$ cat src/rtl/fifo_flow_ctrl.sv
// Parametrised synchronous FIFO with hysteretic PAUSE/CONTINUE flow control.
// Define FIFO_ERR_STICKY_EN to make error sticky until reset (default: one-cycle pulse).
module fifo_flow_ctrl #(
  parameter int DATA_W      = 6,
  parameter int DEPTH       = 8,
  parameter int PAUSE_TH    = 6,
  parameter int CONTINUE_TH = 2,
  localparam int CNT_W      = $clog2(DEPTH + 1)
) (
  input  logic              clk,
  input  logic              reset,
  input  logic              push,
  input  logic              valid,
  input  logic [DATA_W-1:0] Fifo_Data_in,
  input  logic              pop,
  output logic [DATA_W-1:0] Fifo_data_out,
  output logic              valid_out,
  output logic              Fifo_empty,
  output logic              Fifo_full,
  output logic [CNT_W-1:0]  count,
  output logic              PAUSE,
  output logic              CONTINUE,
  output logic              error
);

  localparam int PTR_W = $clog2(DEPTH);

  typedef enum logic {RUN, HOLD} fc_state_t;

  fc_state_t          state;
  logic [DATA_W-1:0]  mem [DEPTH];
  logic [PTR_W-1:0]   wr_ptr;
  logic [PTR_W-1:0]   rd_ptr;
  logic               wr_en;
  logic               rd_en;
  logic               err_now;
  logic [CNT_W-1:0]   next_count;

  // Status flags decode the registered count, so they stay free of input paths.
  assign Fifo_empty = (count == '0);
  assign Fifo_full  = (count == CNT_W'(DEPTH));

  // NOTE: every always_comb output gets a default first so no latch is inferred.
  always_comb begin
    rd_en      = pop && !Fifo_empty;
    wr_en      = push && valid && (!Fifo_full || rd_en);
    next_count = count;
    if (wr_en && !rd_en)
      next_count = count + CNT_W'(1);
    else if (rd_en && !wr_en)
      next_count = count - CNT_W'(1);
    err_now = (push && valid && Fifo_full && !pop) || (pop && Fifo_empty);
  end

  // NOTE: storage has no reset; stale words are never readable because count gates rd_en.
  always_ff @(posedge clk) begin
    if (wr_en)
      mem[wr_ptr] <= Fifo_Data_in;
  end

  // NOTE: sequential state uses non-blocking assignments so all registers update together.
  always_ff @(posedge clk or posedge reset) begin
    if (reset) begin
      wr_ptr        <= '0;
      rd_ptr        <= '0;
      count         <= '0;
      Fifo_data_out <= '0;
      valid_out     <= 1'b0;
    end else begin
      count     <= next_count;
      valid_out <= rd_en;
      if (wr_en)
        wr_ptr <= wr_ptr + PTR_W'(1);
      if (rd_en) begin
        Fifo_data_out <= mem[rd_ptr];
        rd_ptr        <= rd_ptr + PTR_W'(1);
      end
    end
  end

  // Hysteresis: enter HOLD at the high mark, leave only at the low mark.
  always_ff @(posedge clk or posedge reset) begin
    if (reset) begin
      state    <= RUN;
      PAUSE    <= 1'b0;
      CONTINUE <= 1'b0;
    end else begin
      CONTINUE <= 1'b0;
      case (state)
        RUN: begin
          if (next_count >= CNT_W'(PAUSE_TH)) begin
            state <= HOLD;
            PAUSE <= 1'b1;
          end
        end
        HOLD: begin
          if (next_count <= CNT_W'(CONTINUE_TH)) begin
            state    <= RUN;
            PAUSE    <= 1'b0;
            CONTINUE <= 1'b1;
          end
        end
        default: begin
          state <= RUN;
          PAUSE <= 1'b0;
        end
      endcase
    end
  end

  always_ff @(posedge clk or posedge reset) begin
    if (reset)
      error <= 1'b0;
    else
`ifdef FIFO_ERR_STICKY_EN
      error <= error || err_now;
`else
      error <= err_now;
`endif
  end

endmodule

$ cat config.mk
export PLATFORM = sky130hd
export DESIGN_NAME = fifo_flow_ctrl
export DESIGN_NICKNAME = d
export VERILOG_FILES = /design/src/rtl/fifo_flow_ctrl.sv
export SDC_FILE = /design/constraint.sdc
export NUM_CORES = 1
export LEC_CHECK = 0
export BUFFER_PORTS_ARGS = -buffer_cell sky130_fd_sc_hd__buf_2
export CORE_ASPECT_RATIO = 0.5
export CORE_MARGIN = 3
export CORE_UTILIZATION = 35
export DETAILED_ROUTE_END_ITERATION = 7
export PLACE_DENSITY = 0.52
export SYNTH_ARGS = -nofsm -noshare
export SYNTH_HDL_FRONTEND = slang
export SYNTH_SLANG_ARGS = --single-unit
$ cat constraint.sdc
create_clock -name clk -period 4.3 [get_ports clk]
set_clock_uncertainty 0.05 [all_clocks]
set_input_delay 0 -clock clk [delete_from_list [all_inputs] [get_ports clk]]
set_output_delay 0 -clock clk [all_outputs]
set_load 0.03 [all_outputs]
==> run_results.csv, run 1 <==
group,metric,value,unit
final_layout,multi_input_area,887,sq um
final_layout,layout_common_cells,"edfxtp_1 (48), buf_2 (26), dfrtp_1 (21)",
drt,post_drt_wl_per_cell,16.9,um
drt,vias_per_cell,4.93,
clock_tree,cts_tree,"done",
worst_setup_path,rr_worst_depth,6,
timing,fin_crit,2.94,ns
timing,rsz0062_at_grt,"no",
timing,slew_headroom,38.2,%
die,pin_count,27,
power_and_ir_drop,p_leak,1.35,nW
drt,vias,1672,
timing,drv_slew,0,
grt,grt-ovfl-total,0,
drt,drc,0,
grt,antenna_found_initial,0,
worst_setup_path,path_class,"reg2reg",
die,start_util,37.9,%
drt,firstDrtPassIters,4,
worst_setup_path,max_stage_delay,0.73,ns
final_layout,drive_above_1_share,26.4,%
worst_setup_path,rr_endpoint,"mem[0][3]",
grt,grt_pass1_vias,1688,
power_and_ir_drop,power,0.00258,W
run_status,outcome,"completed",
timing,fin_tns_setup,0,ns
die,core,7710,sq um
run,cap_violations,0,
logic_synthesis,synth-seq-cells,69,
final_layout,layout_commonest_cell,"edfxtp_1",
grt,grt_start_max_net_pins,22,
drt,routed_wl,5730,um
final_layout,area_delta_synth_final,22.2,%
worst_setup_path,worst_setup_path_end_kind,"register",
placed_design,io_buffers,26,
die,die_h,70.6,um
worst_setup_path,start_kind,"register",
logic_synthesis,synth_edf_count,48,
worst_setup_path,r2r_slack,1.36,ns
logic_synthesis,synth.yosys.warnings,0,
worst_setup_path,critPathArrivalTime,2.84,ns
final_layout,nets,241,
logic_synthesis,synth_cell_types,42,
timing,setup_viol,0,
worst_setup_path,path_cells,"inv_1 -> ha_1 -> and3b_1 -> and2_1 -> or3_1 -> nor3_1",
die,die_area,9530,sq um
clock_tree,cts_buffer_depth,2,
logic_synthesis,syn_avg_cell_area,15.5,sq um
worst_setup_path,required,4.20,ns
clock_tree,worstSkewPairLatency,0.32,ns
logic_synthesis,synth_flop_cell,"edfxtp_1",
logic_synthesis,syn-cell-area,2920,sq um
clock_tree,cts-buffers-inserted,9,
power_and_ir_drop,powerDensity,723,nW/um^2
timing,period_share,68.3,%
hold_path,hold_start,"pop",
hold_path,hold_path_depth,3,
drt,drt.antenna.violating_nets,0,
logic_synthesis,synth_nets,203,
die,placementRows,22,
die,dieWidth,135,um
final_layout,n_fill_cell,673,
clock_tree,clk_pin_slew,0.05,ns
clock_tree,ctsRootBufferMaster,"clkbuf_16",
final_layout,antenna_cells,0,
worst_setup_path,path_max_fanout,9,
timing,fmax,340,MHz
placed_design,place_hpwl,4020,um
clock_tree,cts_setup_buffers,0,
worst_setup_path,r2r_start,"count[1]",
drt,drt_iter0_markers,76,
logic_synthesis,synthCells,188,
clock_tree,htreeDepth,3,
placed_design,finalWeightedCongestion,0.787,
grt,grt_usage,13.1,%
hold_path,hp-class,"in2reg",
grt,grt_pass1_wl,9340,um
logic_synthesis,async_flop_share,30.4,%
timing,finalHoldViolCount,0,
clock_tree,cts_sinks,69,
hold_path,hold_end,"error",
timing,max_slew.worst_pin.slew,0.920,ns
final_layout,seq_area,1970,sq um
logic_synthesis,ys_seq_area_share,67.4,%
worst_setup_path,cpMaxStageDelayCell,"nor3_1",
power_and_ir_drop,ir_drop,0.000229,V
[per-stage QoR]
stage | instances | worst slack, ns | hold WS, ns | util (%) | instance area, sq um
4_1_cts | 339 | 1.34 | 0.0571 | 46.3 | 3570
5_1_grt | 339 | 1.14 | 0.0990 | 46.3 | 3570
3_5_place_dp | 316 | 1.36 | 0.186 | 41.0 | 3160
3_3_place_gp | 316 | 1.48 | 0.173 | 41.0 | 3160
2_1_floorplan | 188 | 1.43 | -0.0735 | - | 2920
6_report | 339 | 1.36 | 0.0736 | 46.3 | 3570
[synthesized netlist by cell type, drive strengths merged (2+ instances only)]
cell | instances | area (sq um)
nor2 | 10 | 37.5
buf | 4 | 18.8
nand2b | 3 | 18.8
mux2i | 7 | 70.1
mux4 | 12 | 270
nand3 | 4 | 20.0
o21a | 2 | 15.0
o22ai | 2 | 12.5
dfrtp | 21 | 526
o21ai | 7 | 38.8
clkbuf | 2 | 7.51
inv | 10 | 37.5
edfxtp | 48 | 1440
a31oi | 2 | 12.5
a21oi | 5 | 28.8
xnor2 | 4 | 35.0
and2 | 2 | 13.8
nand2 | 18 | 67.6
nor3 | 4 | 20.0
ha | 4 | 50.1
o31ai | 2 | 20.0
[worst max path at each step]
stage / startpoint / to / slack (ns) / depth (start not counted)
5_1_grt: count[1] / mem[1][0] / 1.14 / 7
4_1_cts: count[1] / mem[1][0] / 1.34 / 7
2_1_floorplan: count[1] / mem[0][0] / 1.43 / 6
6_report: count[1] / mem[0][3] / 1.36 / 6
3_3_place_gp: count[1] / mem[0][4] / 1.48 / 6
3_5_place_dp: count[1] / mem[1][4] / 1.36 / 7
[area by class of cell]
cell class | count | share of cell area (%)
inverters | 10 | 1.05
flip-flops and latches | 69 | 55.2
clock inverters | 7 | 3.19
well taps | 108 | 3.79
repair buffers | 33 | 5.61
clock buffers | 9 | 6.32
multi-input cells | 103 | 24.9
[cells by family (layout without fill, tap and decap cells)]
| kind of cell | Yosys count | count (layout) | share of synthesized area, % |
|---|---|---|---|
| DFF | 69 | 69 | 67.4 |
| and+or+nand+nor | 47 | 47 | 7.59 |
| AOI/OAI and AO/OA | 26 | 26 | 7.16 |
| muxes | 20 | 20 | 12.0 |
| buffers and inverters | 16 | 59 | 2.19 |
| adders and majority gates | 5 | 5 | 2.10 |
| xor gates and xnor gates | 5 | 5 | 1.50 |
[critical path: cells and delay by family (launching register included)]
kind / cells / cell delay [ns]
adders and majority gates: 1 / 0.29
buffers and inverters: 1 / 0.15
DFF: 1 / 0.51
and+or+nand+nor: 4 / 1.56
[power by group]
| group | leakage (nW) | internal, W | total (W) | switching, W |
|---|---|---|---|---|
| Sequential | 0.686 | 0.000843 | 0.00101 | 0.000172 |
| Clock | 0.161 | 0.000563 | 0.000825 | 0.000263 |
| Combinational | 0.498 | 0.000330 | 0.000738 | 0.000408 |
[flip-flops by register name, indices dropped and copies added, names as in the netlist]
register       cells
state              1
Fifo_data_out      6
PAUSE              1
rd_ptr             3
wr_ptr             3
CONTINUE           1
error              1
mem               48
valid_out          1
count              4
[layer usage]
metal	global-route usage, %	vias to the layer above	share of wire, %
met1	19.2	828	51
li1	-	797	-
met2	18.3	42	42
met4	3.35	0	1.1
met5	0	-	0
met3	5.26	5	6.7
[what timing repair did]
| action | 4_1_cts | 5_1_grt |
|---|---|---|
| endpoints found under the hold margin | 69 | 0 |
| hold buffers | 7 | 0 |
| gates resized for setup | 0 | 0 |
No activity file was read; power rests on OpenSTA's default activity.
==> run 2: changes to the inputs <==
--- a/config.mk
+++ b/config.mk
@@ -5,12 +5,13 @@
 export SDC_FILE = /design/constraint.sdc
 export NUM_CORES = 1
 export LEC_CHECK = 0
+export ABC_AREA = 1
 export BUFFER_PORTS_ARGS = -buffer_cell sky130_fd_sc_hd__buf_2
 export CORE_ASPECT_RATIO = 0.5
 export CORE_MARGIN = 3
 export CORE_UTILIZATION = 35
 export DETAILED_ROUTE_END_ITERATION = 7
-export PLACE_DENSITY = 0.52
+export PLACE_DENSITY = 0.54
 export SYNTH_ARGS = -nofsm -noshare
 export SYNTH_HDL_FRONTEND = slang
 export SYNTH_SLANG_ARGS = --single-unit
==> constraint.sdc (replaced) <==
create_clock -name clk -period 2.5 [get_ports clk]
set_clock_uncertainty 0.05 [all_clocks]
set_input_delay 0 -clock clk [delete_from_list [all_inputs] [get_ports clk]]
set_output_delay 0 -clock clk [all_outputs]
set_load 0.03 [all_outputs]
==> run 2 against run 1 <==
Against the previous run: wire length up 12%; final area increased by 2.2%; synthesized cell count is 35% higher; final cell count up 21%; sequential power grew 59%; combinational power up 110%; sequential cell count did not move; die area rose by 1.4%; global-route usage rose by 1.4 points; worst hold slack lost 0.045 ns; non-clock buffer count increased by 4; clock power rose by 76%; largest cell class unchanged.
==> run_results.csv, run 2 <==
group,metric,value,unit
hold_path,hold_start,"pop",
timing,max_slew.worst_pin.slew,0.876,ns
die,placementRows,23,
timing,finalHoldViolCount,0,
worst_setup_path,path_max_fanout,6,
clock_tree,cts_sinks,69,
logic_synthesis,ys_seq_area_share,66.4,%
grt,grt_usage,14.6,%
grt,grt_pass1_vias,1994,
grt,grt_start_max_net_pins,27,
drt,drt.antenna.violating_nets,0,
run,cap_violations,0,
timing,fin_tns_setup,0,ns
logic_synthesis,synth_nets,269,
run_status,outcome,"completed",
final_layout,top_regs,"mem (48), Fifo_data_out (6), count (4)",
timing,slew_headroom,41.5,%
final_layout,nets,309,
drt,vias,1981,
die,pin_count,27,
final_layout,top_register,"mem",
die,start_util,36.5,%
clock_tree,cts_buffer_depth,2,
worst_setup_path,path_cells,"inv_1 -> ha_1 -> nand3_1 -> nor2_1 -> nor2_2 -> nand2_1 -> nor2_1",
logic_synthesis,synth-seq-cells,69,
timing,fin_crit,2.35,ns
drt,drt_iter0_markers,111,
logic_synthesis,yosysMostFrequentCell,"edfxtp_1",
die,die_h,71.0,um
power_and_ir_drop,powerDensity,1260,nW/um^2
clock_tree,htreeDepth,3,
logic_synthesis,synth_common_cells,"edfxtp_1 (48), nand2_1 (41), nor2_1 (35)",
placed_design,place_hpwl,4530,um
timing,fmax,426,MHz
logic_synthesis,syn-cell-area,2960,sq um
clock_tree,worstSkewPairLatency,0.32,ns
drt,firstDrtPassIters,4,
logic_synthesis,synth_cell_types,30,
clock_tree,cts_tree,"done",
grt,grt_pass1_wl,10500,um
final_layout,drive_above_1_share,21.7,%
final_layout,seq_area,1970,sq um
logic_synthesis,async_flop_share,30.4,%
power_and_ir_drop,p_seq_share,35.0,%
hold_path,hp-class,"in2reg",
drt,post_drt_wl_per_cell,15.7,um
drt,vias_per_cell,4.82,
final_layout,n_fill_cell,758,
final_layout,largest_reg_flops,48,
clock_tree,cts-buffers-inserted,9,
logic_synthesis,synth_area_leader_cell,"edfxtp_1",
worst_setup_path,required,2.42,ns
power_and_ir_drop,combPwrFrac,33.5,%
logic_synthesis,synth_area_leaders,"edfxtp_1 (49%), dfrtp_1 (18%), nand2_1 (5.2%)",
die,core,8120,sq um
worst_setup_path,path_class,"reg2reg",
timing,rsz0062_at_grt,"yes",
worst_setup_path,cpMaxStageDelayCell,"nor2_1",
power_and_ir_drop,switchingPower,0.00170,W
power_and_ir_drop,ir_drop,0.000536,V
logic_synthesis,synth_edf_count,48,
clock_tree,cts_setup_buffers,0,
power_and_ir_drop,power,0.00460,W
logic_synthesis,syn_avg_cell_area,11.7,sq um
timing,setup_viol,0,
grt,grt-ovfl-total,0,
power_and_ir_drop,p_sw_share,36.9,%
worst_setup_path,cpMostUsedCell,"nor2_1",
die,die_area,9670,sq um
final_layout,multi_input_area,888,sq um
logic_synthesis,synth.yosys.warnings,0,
placed_design,finalWeightedCongestion,0.960,
timing,drv_slew,0,
worst_setup_path,r2r_start,"count[0]",
final_layout,antenna_cells,0,
clock_tree,clk_pin_slew,0.06,ns
power_and_ir_drop,internal-power,0.00290,W
final_layout,layout_common_cells,"edfxtp_1 (48), nand2_1 (41), nor2_1 (33)",
worst_setup_path,critPathArrivalTime,2.27,ns
worst_setup_path,crit_buf_inv,1,
grt,antenna_found_initial,0,
drt,routed_wl,6440,um
power_and_ir_drop,clkPwrFrac,31.5,%
logic_synthesis,synthCells,254,
logic_synthesis,synth_flop_cell,"edfxtp_1",
final_layout,area_delta_synth_final,23.1,%
final_layout,layout_commonest_cell,"edfxtp_1",
worst_setup_path,start_kind,"register",
placed_design,io_buffers,26,
clock_tree,ctsRootBufferMaster,"clkbuf_16",
timing,period_share,94.0,%
worst_setup_path,max_stage_delay,0.43,ns
logic_synthesis,synth_top_area_share,48.7,%
drt,drc,0,
worst_setup_path,worst_setup_path_end_kind,"register",
worst_setup_path,path_delay_family,"simple AND/OR/NAND/NOR gates",
worst_setup_path,crit_start,"count[0]",
power_and_ir_drop,p_leak,1.49,nW
die,dieWidth,136,um
run 2: cell families after synthesis:
logic type | Yosys count | share of synthesized area [%]
adders and majority gates | 4 | 1.69
DFF | 69 | 66.4
and+or+nand+nor | 102 | 16.7
AOI/OAI and AO/OA | 46 | 9.63
buffers and inverters | 27 | 3.76
xor gates and xnor gates | 6 | 1.77
run 2: metrics by stage:
step | instance area [sq um] | cells | setup WS, ns | hold WS, ns | util, %
floorplan | 2960 | 254 | 0.139 | -0.0735 | -
global placement | 3220 | 388 | 0.182 | 0.166 | 39.7
detailed placement | 3220 | 388 | 0.0589 | 0.173 | 39.7
CTS | 3640 | 411 | 0.0535 | 0.0183 | 44.9
global route | 3640 | 411 | -0.0120 | 0.0332 | 44.9
finish | 3640 | 411 | 0.151 | 0.0283 | 44.9
run 2: final timing paths:
check | slack [ns] | end | cells after the start
worst min-delay path | 0.03 | rd_ptr[0] | 3
max in group asynchronous | 1.50 | error | 3
worst max register to register | 0.15 | mem[5][4] | 7
worst min register to register | 0.43 | Fifo_data_out[2] | 2
min in group asynchronous | 0.36 | count[2] | 3
worst max-delay path | 0.15 | mem[5][4] | 7
run 2: power by group through the flow:
stage	Sequential (W)	Combinational [W]	Clock, W
final	0.00161	0.00154	0.00145
after global routing	0.00164	0.00173	0.00154
after floorplan	0.00178	0.000969	0
after CTS	0.00161	0.00155	0.00148
after global placement	0.00162	0.00152	0
after detailed placement	0.00163	0.00154	0
run 2: repair_timing:
| item | CTS | global route |
|---|---|---|
| hold buffers | 7 | 0 |
| endpoints found under the setup margin | 0 | 12 |
| endpoints found under the hold margin | 69 | 0 |
| gates resized for setup | 0 | 2 |
run 2: final cells by class:
cell class | count | area share [%]
flip-flops and latches | 69 | 54.0
clock inverters | 7 | 3.30
multi-input cells | 158 | 24.4
well taps | 112 | 3.84
repair buffers | 37 | 6.32
inverters | 19 | 2.03
clock buffers | 9 | 6.18
run 2: tightest hold or removal path: stages:
cell	delay, ns
buf_2	0.17
nand2_8	0.12
xor2_1	0.06
run 2: routing by layer:
metal  vias to the layer above  part of all wire (%)  global-route usage [%]
met5                         -                     0                       0
met2                        46                    48                    24.7
met1                       956                    46                    18.4
li1                        967                     -                       -
met3                        12                   4.6                    4.76
met4                         0                   1.8                    3.35
